File: config.mk
export PLATFORM = sky130hd
export DESIGN_NAME = d2jk_updown_counter
export DESIGN_NICKNAME = d
export VERILOG_FILES = /design/src/rtl/d2jk_pkg.sv /design/src/rtl/d_2_jk.sv /design/src/rtl/d2jk_updown_counter.sv
export SDC_FILE = /design/constraint.sdc
export NUM_CORES = 1
export LEC_CHECK = 0
export CORE_AREA = 2 2 39 41
export CTS_CLUSTER_DIAMETER = 80
export DETAILED_ROUTE_END_ITERATION = 8
export DIE_AREA = 0 0 41 43
export PLACE_DENSITY = 0.61
export SKIP_CTS_REPAIR_TIMING = 1
export SKIP_LAST_GASP = 1
export SYNTH_ARGS = -nofsm -noshare
export SYNTH_HDL_FRONTEND = slang
export SYNTH_SLANG_ARGS = --single-unit
File: constraint.sdc
create_clock -name clk -period 2.78 [get_ports clk]
set_input_delay 0.556 -clock clk [delete_from_list [all_inputs] [get_ports clk]]
set_output_delay 0.556 -clock clk [all_outputs]
set_load 0.01 [all_outputs]
File: src/rtl/d2jk_pkg.sv
// Shared constants for the JK-from-D up/down counter: width bounds and the {J,K} mode encoding.
package d2jk_pkg;
   localparam int WIDTH_DEFAULT = 4;
   localparam int WIDTH_MIN     = 2;
   localparam int WIDTH_MAX     = 8;

   typedef logic [1:0] jk_mode_t;

   // Encoded as {J,K}
   localparam jk_mode_t HOLD   = 2'b00;
   localparam jk_mode_t RESET  = 2'b01;
   localparam jk_mode_t SET    = 2'b10;
   localparam jk_mode_t TOGGLE = 2'b11;

   function automatic jk_mode_t load_mode(input logic d);
      return d ? SET : RESET;
   endfunction
endpackage

File: src/rtl/d_2_jk.sv
// One JK flip-flop built from a D flip-flop; Q updates one edge after J/K are sampled.
// Synchronous active-low reset clears Q; Qn is always the complement of Q.
module d_2_jk (
   input  logic clk,
   input  logic rst_n,
   input  logic J,
   input  logic K,
   output logic Q,
   output logic Qn
);
   logic r_q;

   always_ff @(posedge clk) begin
      if (!rst_n) r_q <= 1'b0;
      else        r_q <= (J & ~r_q) | (~K & r_q);
   end

   assign Q  = r_q;
   assign Qn = ~r_q;
endmodule

File: src/rtl/d2jk_updown_counter.sv
// Up/down counter with parallel load built from WIDTH JK-from-D bits; q updates one edge after inputs.
// Priority per edge: reset, load, count, hold. tc is purely combinational from en, up and q.
module d2jk_updown_counter
   import d2jk_pkg::*;
#(
   parameter int WIDTH = WIDTH_DEFAULT
) (
   input  logic             clk,
   input  logic             rst_n,
   input  logic             en,
   input  logic             up,
   input  logic             load,
   input  logic [WIDTH-1:0] din,
   output logic [WIDTH-1:0] q,
   output logic [WIDTH-1:0] qn,
   output logic             tc
);
   logic [WIDTH-1:0] w_up_all;
   logic [WIDTH-1:0] w_dn_all;
   logic [WIDTH-1:0] w_t;
   logic [WIDTH-1:0] w_j;
   logic [WIDTH-1:0] w_k;

   // Bit i toggles when every lower bit is 1 (up) or 0 (down)
   assign w_up_all[0] = 1'b1;
   assign w_dn_all[0] = 1'b1;

   genvar i;
   for (i = 1; i < WIDTH; i++) begin : g_chain
      assign w_up_all[i] = w_up_all[i-1] &  q[i-1];
      assign w_dn_all[i] = w_dn_all[i-1] & ~q[i-1];
   end

   assign w_t = up ? w_up_all : w_dn_all;

   for (i = 0; i < WIDTH; i++) begin : g_bit
      jk_mode_t w_mode;

      always_comb begin
         w_mode = HOLD;
         if (load)               w_mode = load_mode(din[i]);
         else if (en && w_t[i])  w_mode = TOGGLE;
      end

      assign w_j[i] = w_mode[1];
      assign w_k[i] = w_mode[0];

      d_2_jk u_bit (
         .clk   (clk),
         .rst_n (rst_n),
         .J     (w_j[i]),
         .K     (w_k[i]),
         .Q     (q[i]),
         .Qn    (qn[i])
      );
   end

   assign tc = en & (up ? (&q) : ~(|q));
endmodule

Yosys cells after proc, flatten, opt, wreduce, memory -nomap -nowiden
Index checks and enable logic that the tools add are counted.
Storage, ports and cells
  bits in registers: 4
  bits of input ports: 9
  logic and storage cells: 50
Operators by class
  muxes and demuxes: 14
  bitwise logic cells: 26
  reductions and logical operators: 6
Operator list (count)
  2-bit two-way mux: 12
  1-bit AND: 13
  1-bit inverter: 9
  1-bit logical AND: 4
  4-bit two-way mux: 1
  1-bit OR: 4
  4-bit AND reduction: 1
  4-bit OR reduction: 1
  1-bit two-way mux: 1

Longest topological paths before layout
Gate-level depths: netlist of run 1.
  depth in word-level cells: 10
  depth in mapped cells: 4

By module
A second synthesis of run 1 with hierarchy kept.
Second synthesis, totals
  cell total of the unflattened synthesis: 40
  area, all modules: 294.0 um2
Modules (own cells, without submodules)
  d_2_jk: times used 4, cells each 4, area each 37.5 um2, sequential area each 20.0 um2
  d2jk_updown_counter: times used 1, cells each 24, area each 143.9 um2, sequential area each 0.0 um2

Least setup slack after synthesis of run 1
No wires, ideal clock.
  kind: input to output
  start: input up
  end: output tc
  arrival time: 1.160 ns
  required time: 2.224 ns
  slack: 1.064 ns
  stages: 3
  path through: nor4_1 o21ai_0 nor2_1
On the way
  cells in the longest elaborated chain, start to end: 2
Ends and longest elaborated chain
  start, declared: line d2jk_updown_counter.sv:11  | input logic up,
  1-bit two-way mux: line d2jk_updown_counter.sv:58  | assign tc = en & (up ? (&q) : ~(|q));
  1-bit AND: line d2jk_updown_counter.sv:58
  end, declared: line d2jk_updown_counter.sv:16  | output logic tc
No other way between the ends.

Final worst setup path of run 1
Same ends and word-level chain as after synthesis.

==> results of run 1 <==
## layout by cell type (no fill, tap or decap), drive strengths merged, types with 2 or more instances in the layout
cell type      instances
xor2                   2
buf                    3
nor2                   3
dfxtp                  4
inv                    6
o21ai                  4
clkbuf                 3
nand3                  4
clkdlybuf4s50         17
nand2                  2
## layout make-up
class,instances,area [um^2],area share
clock buffer,3,22.52,0.04215
tap,16,20.02,0.03747
timing repair buffer,20,192.7,0.3607
multi-input combinational,29,196.4,0.3677
sequential,4,80.08,0.1499
inverter,6,22.52,0.04215
## metrics by stage
step | area (um^2) | hold slack [ps] | setup slack, ps | utilization
2_1_floorplan | 371.6 | 536.6 | 1064 | -
3_3_place_gp | 505.5 | 574.2 | 149.0 | 0.3653
3_5_place_dp | 505.5 | 568.0 | 100.6 | 0.3653
4_1_cts | 528.0 | 577.9 | 92.78 | 0.3816
5_1_grt | 534.3 | 621.5 | 25.67 | 0.3861
6_report | 534.3 | 577.7 | 159.5 | 0.3861
## worst max-delay path, cell delays in order
cell             delay (ps)
clkdlybuf4s50_1         540
and4_2                  260
o21ai_0                  80
nor2_1                   80
clkdlybuf4s50_1         530
## worst paths after layout
check | start | to | slack, ps | cells after the start
hold reg to reg | g_bit[2].u_bit.Q$_SDFF_PN0_ | g_bit[2].u_bit.Q$_SDFF_PN0_ | 580 | 2
setup reg to reg | g_bit[0].u_bit.Q$_SDFF_PN0_ | g_bit[3].u_bit.Q$_SDFF_PN0_ | 1600 | 3
setup / recovery | up | tc | 160 | 5
hold / removal | g_bit[2].u_bit.Q$_SDFF_PN0_ | g_bit[2].u_bit.Q$_SDFF_PN0_ | 580 | 2
## layer usage
metal,global-route usage,share of wire
met1,0.1250,0.43
met2,0.1563,0.46
met3,0.03141,0.053
met4,0.1600,0.056
met5,0,0
## cells by family after synthesis
logic type	count (synthesis)	synth area share
AND/OR/NAND/NOR	17	0.2627
XOR/XNOR	3	0.07072
AO/OA/AOI/OAI	9	0.1784
flip-flops	4	0.2155
buffers and inverters	17	0.2727
## power groups by stage
stage / Clock [mW] / Combinational [mW] / Sequential [mW]
6_report: 0.0737 / 0.0684 / 0.0717
5_1_grt: 0.0816 / 0.0753 / 0.0732
4_1_cts: 0.0760 / 0.0685 / 0.0712
3_5_place_dp: 0 / 0.0681 / 0.0721
3_3_place_gp: 0 / 0.0680 / 0.0723
2_1_floorplan: 0 / 0.0453 / 0.0688
==> reports/metrics.csv, run 1 <==
metric,value,unit
Seq cells post-synth,4,
die width,41,um
fmax,381.6,MHz
number of flip-flops in the largest register,4,
Final Setup Violations,0,
Synth async-reset ratio,0,
register share of total power,0.335,
CP required,2220,ps
fin nets,73,
net load switching power,0.06069,mW
number of synthesized flops with an enable pin,0,
Iter 0 DRT Violations,5,
Final Hold Viols,0,
Synth cell types,24,
Area contributors post-synth,"dfxtp_1 (22%), buf_4 (16%), inv_1 (6.1%), nand3_1 (5.4%), o21ai_0 (5.4%)",
CTS tree,done,
Antenna Cells,0,
first-pass GRT wire length,1304,um
initial core utilization,0.2685,
area share of the largest cell type after synthesis,0.2155,
sw frac,0.2840,
Startpoint Class,primary input,
pin count of the biggest net entering global routing,11,
Rows,14,
drt first pass iters,3,
Area Overhead vs Synth,43.77,%
# IOs,18,
global route overflow,0,
Post-Syn Area per Cell,7.432,um^2
Yosys top cell by area,dfxtp_1,
Tcrit/Tclk final,0.9426,
Synth Instances,50,
clk sink count,4,
vias in the first global route,323,
syn nets,59,
max-capacitance violation count,0,
Num CTS Buffers,3,
worst vdd rail ir drop,0.1238,mV
Overall Global Routing Usage,0.1194,
netlist area before placement,371.6,um^2
core area,0.001384,mm^2
Routed Antenna Nets,0,
Routed WL,786,um
Sum Neg Setup Slack,0,ps
sequential element share of the synthesized area,0.2155,
Placed Cells,75,
Post-route DRC,0,
initial antenna violation count,0,
clock root buffer,clkbuf_4,
routed len/inst,10.08,um
Max Slew Vio Count,0,
layout cell share with drive strength beyond 1,0.1452,
port buffer count,17,
crit end category,primary output,
Bufs on Longest Clock Path,2,
WP data arrival,2060,ps
fin cells,78,
Via Count,369,
yosys warns,0,
Worst-Margin Slew,321.6,ps
Power Total,0.2137,mW
CTS clock-pin slew for the worst setup and hold paths,40,ps
fillcell total,144,
Vias/cell,4.731,
clock power share,0.345,
P_int,0.1530,mW
most common cell in the netlist,buf_4,
Die Height,43,um
Hold/Removal Path Class,reg -> reg,
top_reg_cell synth,dfxtp_1,
Period minus WS final,2620,ps
H-tree Lvls,1,
RSZ-0062 raised after global routing,false,
WS Path Type,in -> out,
Rel. slew slack,0.7849,
status,"finished, final reports clean",
routability congestion estimate,0.6791,
Die ar.,0.001763,mm^2
Clock Latency Late Sink,240,ps
Leak,0.2180,nW
worst-path fanout max,4,
synth cell count leaders,"buf_4 (8), inv_1 (6), dfxtp_1 (4), nand3_1 (4), o21ai_0 (4)",
dpl hpwl,608.8,um
Logic pwr share,0.320,
Clock Skews,0.2627,ps
Power per Cell Area,400.0,mW/mm^2
No activity file was read; power rests on OpenSTA's default activity.
==> run 2, diff against run 1 <==
SKIP_LAST_GASP = default   (was 1)
==> results of run 2 <==
No change in the layout: final DEF, timing and power equal those of run 1.
